<file path="config.mk">
export PLATFORM = sky130hd
export DESIGN_NAME = cholesky_sequencer
export DESIGN_NICKNAME = d
export VERILOG_FILES = /design/src/rtl/cholesky_pkg.sv /design/src/rtl/cholesky_phase_timer.sv /design/src/rtl/cholesky_sequencer.sv
export SDC_FILE = /design/constraint.sdc
export NUM_CORES = 1
export LEC_CHECK = 0
export BUFFER_PORTS_ARGS = -buffer_cell sky130_fd_sc_hd__buf_2
export CELL_PAD_IN_SITES_DETAIL_PLACEMENT = 1
export CELL_PAD_IN_SITES_GLOBAL_PLACEMENT = 2
export CORE_MARGIN = 2
export CORE_UTILIZATION = 32
export DETAILED_ROUTE_END_ITERATION = 6
export PLACE_DENSITY = 0.83
export SYNTH_ARGS = -nofsm -noshare
export SYNTH_HDL_FRONTEND = slang
export SYNTH_SLANG_ARGS = --single-unit
</file>
<file path="constraint.sdc">
create_clock -name clk -period 2.6 [get_ports clk]
set_input_delay 0.13 -clock clk [delete_from_list [all_inputs] [get_ports clk]]
set_output_delay 0.13 -clock clk [all_outputs]
set_load 0.02 [all_outputs]
</file>
<file path="src/rtl/cholesky_pkg.sv">
// rtl/cholesky_pkg.sv - shared types and constants for the Cholesky sequencer slice
package cholesky_pkg;

    localparam int STEP_W     = 5;
    localparam int WORD_W     = 27;
    localparam int N          = 6;
    localparam int MULT_LANES = 15;
    localparam int DIV_LANES  = 5;

    typedef enum logic [2:0] {
        IDLE,
        MULT,
        DIV,
        COMMIT,
        DONE
    } cholesky_seq_state_t;

    // Phase timer width: enough bits for max(a,b)-1, never narrower than 1 bit.
    function automatic int timer_width(input int a, input int b);
        int m;
        m = (a > b) ? a : b;
        return (m <= 2) ? 1 : $clog2(m);
    endfunction

endpackage

</file>
<file path="src/rtl/cholesky_phase_timer.sv">
// rtl/cholesky_phase_timer.sv - loadable down-counter with zero flag for phase latencies
module cholesky_phase_timer #(
    parameter int W = 3
) (
    input  logic         clk,
    input  logic         rst,
    input  logic         load,
    input  logic [W-1:0] load_value,
    output logic [W-1:0] count,
    output logic         zero
);

    // Load on phase entry, otherwise count down and park at zero.
    always_ff @(posedge clk) begin
        if (rst) begin
            count <= '0;
        end else if (load) begin
            count <= load_value;
        end else if (count != '0) begin
            count <= count - W'(1);
        end
    end

    assign zero = (count == '0);

endmodule

</file>
<file path="src/rtl/cholesky_sequencer.sv">
// rtl/cholesky_sequencer.sv - step/phase controller for the 6x6 Cholesky datapath (optional CHOLESKY_SEQ_PERF_EN)
module cholesky_sequencer
    import cholesky_pkg::*;
#(
    parameter int NUM_STEPS = 18,
    parameter int MULT_LAT  = 5,
    parameter int DIV_LAT   = 6
) (
    input  logic              clk,
    input  logic              rst,
    input  logic              start,
    input  logic              abort,
    output logic              busy,
    output logic              done,
    output logic [STEP_W-1:0] step,
    output logic              en,
    output logic              mult_start,
`ifdef CHOLESKY_SEQ_PERF_EN
    output logic [15:0]       cycle_count,
`endif
    output logic              div_start
);

    localparam int TW = timer_width(MULT_LAT, DIV_LAT);
    localparam logic [TW-1:0]     MULT_LOAD = TW'(MULT_LAT - 1);
    localparam logic [TW-1:0]     DIV_LOAD  = TW'(DIV_LAT - 1);
    localparam logic [STEP_W-1:0] LAST_STEP = STEP_W'(NUM_STEPS - 1);

    cholesky_seq_state_t state;
    cholesky_seq_state_t state_next;
    logic [STEP_W-1:0]   step_next;
    logic                timer_load;
    logic [TW-1:0]       timer_value;
    logic [TW-1:0]       timer_count;
    logic                timer_zero;

    cholesky_phase_timer #(
        .W(TW)
    ) u_timer (
        .clk        (clk),
        .rst        (rst),
        .load       (timer_load),
        .load_value (timer_value),
        .count      (timer_count),
        .zero       (timer_zero)
    );

    // State and step registers; step only moves when leaving COMMIT or returning to IDLE.
    always_ff @(posedge clk) begin
        if (rst) begin
            state <= IDLE;
            step  <= '0;
        end else begin
            state <= state_next;
            step  <= step_next;
        end
    end

    // Next-state logic; the phase timer is reloaded on every MULT/DIV entry.
    always_comb begin
        state_next  = state;
        step_next   = step;
        timer_load  = 1'b0;
        timer_value = MULT_LOAD;
        if (state != IDLE && abort) begin
            state_next = IDLE;
            step_next  = '0;
        end else begin
            case (state)
                IDLE: begin
                    step_next = '0;
                    if (start) begin
                        state_next  = MULT;
                        timer_load  = 1'b1;
                        timer_value = MULT_LOAD;
                    end
                end
                MULT: begin
                    if (timer_zero) begin
                        state_next  = DIV;
                        timer_load  = 1'b1;
                        timer_value = DIV_LOAD;
                    end
                end
                DIV: begin
                    if (timer_zero) begin
                        state_next = COMMIT;
                    end
                end
                COMMIT: begin
                    if (step == LAST_STEP) begin
                        state_next = DONE;
                    end else begin
                        state_next  = MULT;
                        step_next   = step + STEP_W'(1);
                        timer_load  = 1'b1;
                        timer_value = MULT_LOAD;
                    end
                end
                DONE: begin
                    state_next = IDLE;
                    step_next  = '0;
                end
                default: begin
                    state_next = IDLE;
                    step_next  = '0;
                end
            endcase
        end
    end

    // Moore decode: launch pulses fire while the timer still holds its freshly loaded value.
    assign busy       = (state != IDLE);
    assign done       = (state == DONE);
    assign en         = (state == COMMIT);
    assign mult_start = (state == MULT) && (timer_count == MULT_LOAD);
    assign div_start  = (state == DIV)  && (timer_count == DIV_LOAD);

`ifdef CHOLESKY_SEQ_PERF_EN
    // Run-length counter: cleared on accepted start, saturating count of busy cycles, held in IDLE.
    always_ff @(posedge clk) begin
        if (rst) begin
            cycle_count <= '0;
        end else if (state == IDLE && start) begin
            cycle_count <= '0;
        end else if (busy && cycle_count != 16'hFFFF) begin
            cycle_count <= cycle_count + 16'd1;
        end
    end
`endif

endmodule

</file>
* After elaboration in Yosys (flattened, before gate mapping)
Index checks and enable logic that the tools add are counted.
** Cells by class
- $add $sub $neg :: 2
- Equal/unequal tests :: 11
- Mux-type cells :: 17
- Bitwise gates (word level) :: 1
- Reductions and logical operators :: 12
** Operators by type and width (count)
- 2-to-1 mux 3 bit :: 6
- case mux 3 bit (4 select lines) :: 1
- case mux 5 bit (2 select lines) :: 1
- equality test 3 bit, second input constant :: 3
- inequality test 2 bit, second input constant :: 4
- 2-to-1 mux 1 bit :: 7
- equality test 3 x 2 -> 1 bit, second input constant :: 2
- zero test 3 bit :: 2
- nonzero test 3 bit :: 2
- adder 5 x 1 -> 5 bit, second input constant :: 1
- equality test 5 bit, second input constant :: 1
- 2-to-1 mux 5 bit :: 1
- OR reduction 2 bit :: 2
- equality test 3 x 1 -> 1 bit, second input constant :: 1
- logical AND 1 bit :: 3
- case mux 1 bit (3 select lines) :: 1
- AND reduction 3 bit :: 1
- subtractor 3 x 1 -> 3 bit, second input constant :: 1
- AND reduction 2 bit :: 1
- nonzero test 2 bit :: 1
- NOT 1 bit :: 1
** Word-level totals
- Register bits after elaboration :: 11
- Input bits :: 4
- Output and inout bits :: 10
- Logic and storage cells :: 46

* Longest topological paths before layout
- Depth in word-level cells :: 5
- Mapped depth :: 6
- Depth with buffers taken out :: 6

* Modules after synthesis
Synthesis repeated with hierarchy kept, for this count alone.
** Unflattened totals
- Cells, all modules :: 101
- Area total of the unflattened synthesis :: 809.5 um2
** Modules (own cells, without submodules)
- cholesky_sequencer :: times used 1, cells an instance 79, area each 603.1 um2, sequential area each 160.2 um2
- cholesky_phase_timer :: times used 1, cells an instance 22, area each 206.4 um2, sequential area each 60.1 um2

* Worst setup path after synthesis
No wires, ideal clock.
- Path type :: reg2reg
- Start :: reg step[1]
- End :: reg u_timer.count[0]
- Arrival time :: 1.528 ns
- Required time :: 2.484 ns
- Setup slack :: 0.957 ns
- Stages on the path, launching flop included :: 7
- Path buffers :: 0
- Clock period less this slack :: 1.643 ns
- Cells stage by stage :: dfxtp_1 > inv_1 > ha_1 > and4bb_2 > or4_1 > nand3_1 > a21oi_1
** Between the ends
- Cells in the longest elaborated chain, start to end :: 5
- Elaborated cells between the ends (all ways) :: 6
- Those cells by class :: eq/ne (1); mux (4); reduce/logical (1)
** RTL lines
- start: declaration :: RTL line cholesky_sequencer.sv:15 : output logic [STEP_W-1:0] step,
- start signal: assignment :: RTL line cholesky_sequencer.sv:55 : step <= step_next;
- equality test 5 bit * :: RTL line cholesky_sequencer.sv:91 : if (step == LAST_STEP) begin
- 2-to-1 mux 1 bit * :: RTL line cholesky_sequencer.sv:91
- case mux 1 bit (3 select lines) * :: RTL line cholesky_sequencer.sv:69 : case (state)
- 2-to-1 mux 1 bit * :: RTL line cholesky_sequencer.sv:65 : if (state != IDLE && abort) begin
- 2-to-1 mux 3 bit / nonzero test 2 bit (equally long branches)
- end signal: assignment :: RTL line cholesky_phase_timer.sv:18 : count <= load_value;
- end signal: assignment :: RTL line cholesky_phase_timer.sv:20 : count <= count - W'(1);
- end: declaration :: RTL line cholesky_phase_timer.sv:9 : output logic [W-1:0] count,
Mark *: on every way between the ends. The rest lies on a longest branch, timed or not.
A chain may end at the register's enable or synchronous reset.

* Final worst setup path
- Start :: reg step[0]
- End :: reg step[4]
** Between the ends
- Cells in the longest elaborated chain, start to end :: 3
- Elaborated cells between the ends (all ways) :: 6
- Those cells by class :: add/sub (1); eq/ne (2); mux (2); reduce/logical (1)
** RTL lines (RTL line)
- adder 5 x 1 -> 5 bit / equality test 5 bit (equally long branches) :: cholesky_sequencer.sv:95, cholesky_sequencer.sv:91
- 2-to-1 mux 5 bit / inequality test 2 bit (equally long branches)
- case mux 5 bit (2 select lines) / AND reduction 2 bit (equally long branches)
Parallel ways exist; a longest one is shown, timed or not. The select of a mux whose other input is x is not followed.

==> impl_results.md <==
- CTS H-Tree Depth: 1
- I/O Pins: 14
- Most used routing layer: met2
- Sequential element share of the synthesized area: 0.328
- Post-Syn Instances: 81
- WL final: 1590 µm
- Pwr Total: 0.670 mW
- HP Class: in -> reg
- Achievable frequency: 0.585 GHz
- Worst Tran Pin Value: 608 ps
- Syn_area_per_cell: ~8.3 µm²
- Detail Route Antenna Nets: 0
- Max_cap viols: 0
- CTS tree: built
- Post-Syn Area: approximately 670 µm²
- Largest net degree at the start of global routing: 13
- Critical Path Start: step[0]
- Final net count: approximately 110
- Clock skew: roughly 0.50 ps
- Max Buffers Root-to-Sink: 2
- Die Y: 49.8 µm
- Setup_tns: 0 ps
- Met3 usage: 0.0273
- Worst path cell trace: ha_1 -> nand4bb_1 -> a31oi_1 -> o21ai_0 -> a21oi_1
- Vias: roughly 630
- Worst Path Max Fanout: 8
- Root Buffer: clkbuf_4
- CTS buffer count: 3
- Synth area leaders: dfxtp_1 (33%), ha_1 (9.3%), a21oi_1 (6.0%)
- Cts hold-fix bufs: 0
- Ant diodes: 0
- Post-synth ARST share: 0
- RSZ-0062 raised after global routing: false
- Fin. Hold Viols: 0
- Worst R2R Start: step[0]
- First-pass GRT wire length: around 2700 µm
- Initial Util: 0.342
- Slew HR: 0.593
- Arr. time, crit path: 1910 ps
- Slew Limit Fails: 0
- Startpoint types: flip-flop
- Placed cells: between 100 and 150
- Sink Count: 11
- # DRC: 0
- Die Wd: ~50 µm
- First drt pass iteration count: 4
- Final setup viols: 0
- Aggregate global routing overflow: 0
- Post-synth top cells: dfxtp_1 (11), a21oi_1 (8), nor2_1 (8)
- Initial antenna violation count: 0
- Fill count: 266
- M1 GR Usage: 0.184
- DP HPWL: approximately 1200 µm
- Post-Layout Cell Count: approximately 120
- YS warnings: 0
- Outcome: finished, final reports clean
- Yosys reg bits: 11
- Final Wtd Congestion: between 0.7 and 0.8
- Worst endpoint required time: between 2000 and 3000 ps
- Met2 usage: 0.227
- EDFF count, synth: 0
- Worst-Skew Late Latency: about 270 ps
- Total track usage: 0.145
- Top_reg_cell synth: dfxtp_1
- Post-CTS Setup Repair Bufs: 0
- Crit. End Element: flip-flop
- Peak supply drop: between 0.4 and 0.5 mV
- PortBufs: 13
- Period utilization: 0.657
- Clock Pin Slew Worst Setup and Hold Paths: approximately 80 ps
- # rows: 16
- Slowest stage delay, CP: approximately 520 ps
- Crit-path slowest cell: a31oi_1
- Critical path class: reg -> reg
- Most common cell in the netlist: dfxtp_1
- DIE AREA: approximately 0.0025 mm²
- Number of distinct library cells after synthesis: 29
- Core ar.: approximately 0.002 mm²
- Minimum clock period: around 1700 ps
- PwrDens: roughly 860 mW/mm²
- Share of cells above drive strength 1: 0.208
- Mean routed wirelength per cell: between 10 and 15 µm
- Leakage: 0.328 nW
- Top-area cell type share of the netlist area: 0.328
- Iter 0 DRT Violations: 2
- Min-delay src: rst
- Synth-to-layout area growth: 16.2%
- Syn Nets: 90
- Number of global-route vias before repair: between 600 and 700
- Synth area leader: dfxtp_1
- Post-CTS sizing: 0
- Via-to-Cell Ratio: between 5 and 6
==> final cells by class <==
type                       count  area (µm²)  share of cell area
clock buffer                   4        26.3              0.0337
inverter                       7        26.3              0.0337
multi-input combinational     61         408               0.523
sequential                    11         220               0.283
tap                           27        33.8              0.0433
timing repair buffer          13        65.1              0.0835
==> state kept, by name, summed over array words and instances, names as in the netlist <==
register       cells
step               5
state              3
u_timer.count      3
==> layout by cell type (no fill, tap or decap), types with 2 or more instances in the layout <==
| cell | n |
|---|---|
| a21o_1 | 2 |
| a21oi_1 | 8 |
| a31oi_1 | 2 |
| and4bb_2 | 2 |
| buf_2 | 13 |
| clkbuf_4 | 3 |
| dfxtp_1 | 11 |
| ha_1 | 5 |
| inv_1 | 7 |
| nand2_1 | 2 |
| nand3_1 | 4 |
| nor2_1 | 8 |
| nor3_1 | 6 |
| o21ai_0 | 3 |
| or3_1 | 4 |
| or4_1 | 2 |
==> path summary, 6_finish.rpt <==
kind	endpoint	slack (ps)	depth (start not counted)
worst max-delay path	step[4]	890	5
worst min-delay path	u_timer.count[2]	90	2
worst max register to register	step[4]	890	5
worst min register to register	step[3]	530	2
==> kinds of logic after synthesis <==
family | count (synthesis) | synth area share
AND/OR/NAND/NOR | 35 | 0.315
adder cells (fa/ha/maj) | 5 | 0.0933
flip-flops | 11 | 0.328
AO/OA/AOI/OAI | 20 | 0.187
XOR/XNOR | 1 | 0.0131
buffers and inverters | 9 | 0.0634
==> per-stage QoR <==
step	instance area [µm²]	hold WS (ps)	util	setup slack, ps
5_1_grt	779	96.6	0.397	702
3_5_place_dp	753	379	0.384	887
3_3_place_gp	753	382	0.384	961
4_1_cts	779	81.5	0.397	896
6_report	779	91.4	0.397	891
2_1_floorplan	671	199	-	957
==> power breakdown <==
group | total [mW] | internal, mW | leakage (nW) | switching [mW]
registers | 0.244 | 0.199 | 0.0896 | 0.0448
clock network | 0.121 | 0.0593 | 0.0150 | 0.0616
logic | 0.305 | 0.123 | 0.224 | 0.182
total | 0.670 | 0.382 | 0.328 | 0.288
==> worst max-delay path, delay by kind of cell (launching register included) <==
| family | cells | cell delay [ps] |
|---|---|---|
| compound gates | 3 | 860 |
| flops | 1 | 430 |
| fa+ha+maj | 1 | 200 |
| simple gates | 1 | 140 |
==> per-layer routing <==
| layer | vias up | share of wire |
|---|---|---|
| met3 | 2 | 0.039 |
| met4 | 0 | 0.0076 |
| met2 | 13 | 0.46 |
| li1 | 326 | - |
| met5 | - | 0 |
| met1 | 292 | 0.49 |
(Power assumes the default switching activity.)
